[config.mk]
export PLATFORM = sky130hd
export DESIGN_NAME = qpsk_burst_ctrl
export DESIGN_NICKNAME = d
export VERILOG_FILES = /design/src/rtl/qpsk_burst_ctrl.sv
export SDC_FILE = /design/constraint.sdc
export NUM_CORES = 1
export LEC_CHECK = 0
export CORE_ASPECT_RATIO = 0.8
export CORE_UTILIZATION = 31
export CTS_CLUSTER_DIAMETER = 150
export DETAILED_ROUTE_END_ITERATION = 8
export SYNTH_ARGS = -nofsm -noshare
export SYNTH_HDL_FRONTEND = slang
export SYNTH_SLANG_ARGS = --single-unit
export TNS_END_PERCENT = 1
[constraint.sdc]
create_clock -name clock_5000 -period 2.8 [get_ports clock_5000]
set_input_delay 0.56 -clock clock_5000 [delete_from_list [all_inputs] [get_ports clock_5000]]
set_output_delay 0.56 -clock clock_5000 [all_outputs]
set_load 0.02 [all_outputs]
[src/rtl/qpsk_burst_ctrl.sv]
// qpsk_burst_ctrl: QPSK burst sequencer (preamble, valid/ready payload, zero guard) driving sym_out/sym_strobe, tx_en/busy, done and underrun
module qpsk_burst_ctrl #(
  parameter int SYM_DIV = 50,
  parameter int PRE_LEN = 16,
  parameter logic [2*PRE_LEN-1:0] PRE_WORD = 32'hCCCC_CCCC,
  parameter int GUARD_LEN = 8,
  parameter int LEN_W = 8
) (
  input  logic             clock_5000,
  input  logic             reset,
  input  logic             start,
  input  logic [LEN_W-1:0] burst_len,
  input  logic [1:0]       data_in,
  input  logic             data_valid,
  output logic             data_ready,
  output logic [1:0]       sym_out,
  output logic             sym_strobe,
  output logic             tx_en,
  output logic             busy,
  output logic             done,
  output logic             underrun
);
  localparam int TW = $clog2(SYM_DIV);
  localparam int M1 = PRE_LEN > GUARD_LEN ? PRE_LEN : GUARD_LEN;
  localparam int SC_MAX = M1 > 2**LEN_W-1 ? M1 : 2**LEN_W-1;
  localparam int CW = $clog2(SC_MAX+1);
  localparam logic [TW-1:0] T_MAX = TW'(SYM_DIV-1);
  typedef enum logic [1:0] {IDLE, PREAMBLE, PAYLOAD, GUARD} state_t;
  state_t st;
  logic [TW-1:0] tmr;
  logic [CW-1:0] sc;
  logic [LEN_W-1:0] len, acc, acc_n;
  logic [2*PRE_LEN-1:0] pre_sr;
  logic [1:0] hold;
  logic full, full_n, bnd, xfer, pay_b, urun, last, g_end;
  assign bnd = st != IDLE && tmr == '0;
  assign xfer = data_valid && data_ready;
  assign pay_b = bnd && st == PAYLOAD;
  assign urun = pay_b && !full && !xfer;
  assign full_n = !pay_b && (full || xfer);
  assign acc_n = acc + LEN_W'(xfer || urun);
  assign last = bnd && ((st == PREAMBLE && sc == CW'(PRE_LEN-1)) || (st == PAYLOAD && sc == CW'(len) - CW'(1)));
  assign g_end = bnd && st == GUARD && sc == CW'(GUARD_LEN);
  always_ff @(posedge clock_5000) begin
    if (!reset) begin
      st <= IDLE;
      tmr <= '0;
      sc <= '0;
      len <= '0;
      acc <= '0;
      pre_sr <= '0;
      hold <= '0;
      full <= 1'b0;
      data_ready <= 1'b0;
      sym_out <= '0;
      sym_strobe <= 1'b0;
      tx_en <= 1'b0;
      busy <= 1'b0;
      done <= 1'b0;
      underrun <= 1'b0;
    end else begin
      tmr <= (st == IDLE || tmr == T_MAX) ? '0 : tmr + TW'(1);
      full <= full_n;
      acc <= st == IDLE ? '0 : acc_n;
      hold <= xfer ? data_in : hold;
      underrun <= urun;
      data_ready <= (st == PREAMBLE || st == PAYLOAD) ? !full_n && acc_n < len : st == IDLE && start && burst_len != '0;
      sym_strobe <= bnd && !g_end;
      done <= g_end;
      if (bnd) begin
        tx_en <= !g_end;
        busy <= !g_end;
        sym_out <= st == PREAMBLE ? pre_sr[2*PRE_LEN-1 -: 2] : (st == PAYLOAD && !urun) ? (full ? hold : data_in) : 2'b00;
        pre_sr <= pre_sr << 2;
        sc <= (last || g_end) ? '0 : sc + CW'(1);
      end
      if (st == IDLE && start) begin
        st <= PREAMBLE;
        len <= burst_len;
        pre_sr <= PRE_WORD;
      end else if (last) st <= (st == PREAMBLE && len != '0) ? PAYLOAD : GUARD;
      else if (g_end) st <= IDLE;
    end
  end
endmodule
After elaboration in Yosys (flattened, before gate mapping)
Cells that the tools add are included.

Flip-flop bits (word level): 72.

Add/subtract/negate cells: 4. $lt $le $gt $ge: 1. Equality and inequality tests: 7. Muxes and demuxes: 11. Bitwise operators: 1. Reduce and logical (&&, ||, !) cells: 40.

Operator list (number): two-way mux 32 bit (2); logical AND 1 bit (17); == test 8 x 4 -> 1 bit, second input constant (2); nonzero test 8 bit (2); two-way mux 2 bit (5); adder 8 x 1 -> 8 bit (1); adder 8 x 1 -> 8 bit, second input constant (1); == test 8 bit (1); less-than comparator 8 bit (1); two-way mux 8 bit (1); subtractor 8 x 1 -> 8 bit, second input constant (1); adder 6 x 1 -> 6 bit, second input constant (1); == test 6 bit, second input constant (1); zero test 1 bit (6); zero test 6 bit (1); logical OR 1 bit (6); nonzero test 2 bit (3); OR reduction 2 bit (3); == test 2 bit, second input constant (2); two-way mux 1 bit (3); nonzero test 3 bit (1); == test 2 x 1 -> 1 bit, second input constant (1); zero test 2 bit (1); NOT 1 bit (1).

Longest topological paths before layout
Word-level depth: 10. Mapped depth: 14. Gate-level depth less buffers: 14.

Least setup slack after synthesis
Ideal clock, no wire load.

Kind: reg2reg. From: reg st[0]. To: reg data_ready. Data arrival time: 2.697 ns. Data required time: 2.730 ns. Slack: 0.034 ns. Cell stages (with the launch flop): 15. Path through: dfxtp_1 -> inv_1 -> ha_1 -> nor2b_1 -> nand4_1 -> o21ai_1 -> ha_1 -> and3_1 -> nand3_1 -> nor2_1 -> xor2_1 -> ha_1 -> a2111oi_0 -> o21ai_1 -> a21oi_1.

Cells in the longest elaborated chain, start to end: 10.

Ends and longest elaborated chain: start: declaration (RTL line 29) `state_t st;`; start signal: assignment (RTL line 81) `end else if (last) st <= (st == PREAMBLE && len != '0) ? PAYLOAD : GUARD;`; nonzero test 2 bit (RTL line 36) `assign bnd = st != IDLE && tmr == '0;`; logical AND 1 bit (RTL line 36); logical AND 1 bit (*) (RTL line 38) `assign pay_b = bnd && st == PAYLOAD;`; logical AND 1 bit (*) (2 in a row) (RTL line 39) `assign urun = pay_b && !full && !xfer;`; logical OR 1 bit (*) (RTL line 41) `assign acc_n = acc + LEN_W'(xfer || urun);`; adder 8 x 1 -> 8 bit (*) (RTL line 41); net acc_n[7] (RTL line 32) `logic [LEN_W-1:0] len, acc, acc_n;`; less-than comparator 8 bit (*) (RTL line 67) `data_ready <= (st == PREAMBLE || st == PAYLOAD) ? !full_n && acc_n < len : st == IDLE && start && burst_len != ...`; logical AND 1 bit (*) (RTL line 67); two-way mux 1 bit (*) (RTL line 67); end signal: assignment (RTL line 54) `data_ready <= 1'b0;`; end signal: assignment (RTL line 67); end: declaration (RTL line 15) `output logic data_ready,`.

Mark *: on every way through the listed nets, which the timed path passes. The rest lies on a longest branch. A chain may end at the register's enable or synchronous reset.

Final worst setup path
From: reg st[1]. To: reg data_ready.

The elaborated chain is that of the path after synthesis.

==> reports/results.tsv <==
metric	value	unit
status	finished, final reports clean	
yosysSeqAreaShare	0.408	
drive_above_1_share	0.153	
final_area	3650	um2
max_freq	380	MHz
via_per_inst	4.87	
dp.final_hpwl	4810	um
fin_ws	0.172	ns
cp-end-kind	flip-flop	
cts-root-buf	clkbuf_16	
hp-class	reg2reg	
wirelength	6610	um
io_pins	22	
yosys_warnings	0	
grt_usage	0.155	
start_kind	flip-flop	
layout_common_cells	56 x dfxtp_1, 51 x nand2_1, 30 x nor2_1	
hold_ws	0.454	ns
p_leak	0.00138	uW
yosysTopAreaCell	dfxtp_1	
fin_util	0.422	
critical_path_class	reg2reg	
final_common_cell	dfxtp_1	
core_area	8630	um2
syn_area	2800	um2
worst_pin_slew	0.721	ns
post-route-period-util	0.939	
critical_path.max_fanout	3	
drv_cap	0	
antenna_cells	0	
dr.pass1.iters	4	
setup_viol	0	
h-tree-depth	3	
port_buffers	21	
syn-instance-count	334	
place.gp.congestion	0.835	
fin_nets	407	
p_per_area	642	nW/um2
drt_iter0_drc	88	
drtAntennaViolNets	0	
crit_path_start	st[1]	
netlist_top_cells_area	dfxtp_1 41%, ha_1 8.5%, nand2_1 6.8%	
synth_top_area_frac	0.408	
overflow	0	
chipWidth	108	um
min_period	2.63	ns
area_growth_syn_to_layout	30.4	%
postCtsHoldBufs	0	
ys_ff_latch	57	
clkTransAtPathRegs	0.05	ns
clock_skew	0.0110	ns
finalMaxSlewViolations	0	
crit_arrival	2.89	ns
clk_path_buf_depth	2	
avgSynthCellArea	8.38	um2
pre_cts_ws	-0.254	ns
hold_viol	0	
syn_nets	367	
dieArea	9410	um2
placed_area	3230	um2
hold_start	pre_sr[11]	
ys_types	43	
vdd_drop_max	0.380	mV
critPathRequiredTime	3.06	ns
cts_buffers	9	
slew_headroom	0.515	
start_util	0.324	
fin_setup_tns	0	ns
grt_pass1_wl	11200	um
grt_max_degree	20	
grt_pass1_vias	2332	
insertion_delay	0.33	ns
vias	2391	
die_h	87.0	um
antenna_found_initial	0	
drc	0	
wire_per_inst	13.5	um
cts_tree	done	
r2r-start	st[1]	
cts_sinks	57	
num_rows	30	
synth_stat cells:
library cell	n
a2111oi_0	3
a211o_1	1
a211oi_1	2
a211oi_2	2
a21o_1	2
a21oi_1	27
a311oi_1	1
a31oi_1	2
a41o_1	1
and2_1	2
and3_1	4
and4_1	1
and4b_1	1
buf_4	2
clkbuf_1	9
clkbuf_4	1
dfxtp_1	57
ha_1	19
inv_1	21
mux2i_1	2
nand2_1	51
nand2b_1	2
nand3_1	10
nand4_1	4
nand4_2	1
nor2_1	31
nor2b_1	9
nor3_1	20
nor4_1	4
nor4_4	1
o211a_1	1
o211ai_1	1
o21ai_0	3
o21ai_1	4
o21bai_1	1
o221ai_2	1
o311a_2	1
or2_1	1
or2_2	1
or3_4	1
or3b_4	1
xnor2_1	14
xor2_1	11
final timing paths:
kind / to / cells after the start / slack [ns]
setup / recovery: data_ready / 14 / 0.17
hold / removal: pre_sr[13] / 2 / 0.45
setup reg to reg: data_ready / 14 / 0.17
hold reg to reg: pre_sr[13] / 2 / 0.45
metrics by stage:
step / cells / total power, uW
2_1_floorplan: 334 / 1060
4_1_cts: 489 / 2360
3_3_place_gp: 473 / 1150
6_report: 491 / 2340
5_1_grt: 491 / 2440
3_5_place_dp: 473 / 1160
area by class of cell:
class	instances	area [um2]
inverter	21	78.8
multi-input combinational	244	1600
sequential	57	1140
tap	112	140
clock buffer	11	243
timing repair buffer	41	360
fill	861	4990
clock inverter	5	78.8
report_power, final:
part / switching, uW / internal (uW) / leakage, uW
Combinational: 149 / 125 / 0.000756
Clock: 384 / 801 / 0.000159
Sequential: 31.5 / 849 / 0.000465
layer usage:
metal  GRT usage  wire (um)
met1       0.201       3180
met2       0.250       3100
met3      0.0404        232
met4      0.0573         88
met5           0          0
logic make-up (layout without fill, tap and decap cells):
logic type | count (synthesis) | count (layout) | share of synthesized area
mux | 2 | 2 | 0.00716
simple gates | 145 | 145 | 0.251
buf+inv | 33 | 78 | 0.0483
fa+ha+maj | 19 | 19 | 0.0850
flops | 57 | 57 | 0.408
xor+xnor | 25 | 25 | 0.0783
compound gates | 53 | 53 | 0.123
worst max-delay path: stages (launching register included):
cell and delay [ns]:
dfxtp_1 0.33, inv_1 0.06, ha_2 0.18, nor2b_2 0.12, nand4_1 0.14, o21ai_2 0.17, ha_2 0.21, ha_2 0.19
nand3_1 0.09, nor2_1 0.15, xor2_1 0.12, ha_1 0.22, a2111oi_4 0.34, o21ai_1 0.10, a21oi_1 0.13
state kept, by name, indices dropped and copies added, names as in the netlist:
name        cells
done            1
len             8
sc              8
busy            1
hold            2
tmr             6
st              2
data_ready      1
underrun        1
full            1
pre_sr         15
acc             8
sym_strobe      1
sym_out         2
what timing repair did:
| item | in CTS | in global routing |
|---|---|---|
| setup buffers | 0 | 2 |
| resized for setup | 5 | 13 |
| pin swaps | 6 | 10 |
| setup endpoints to repair | 1 | 1 |
| hold endpoints to repair | 0 | 0 |
(Power assumes the default switching activity.)
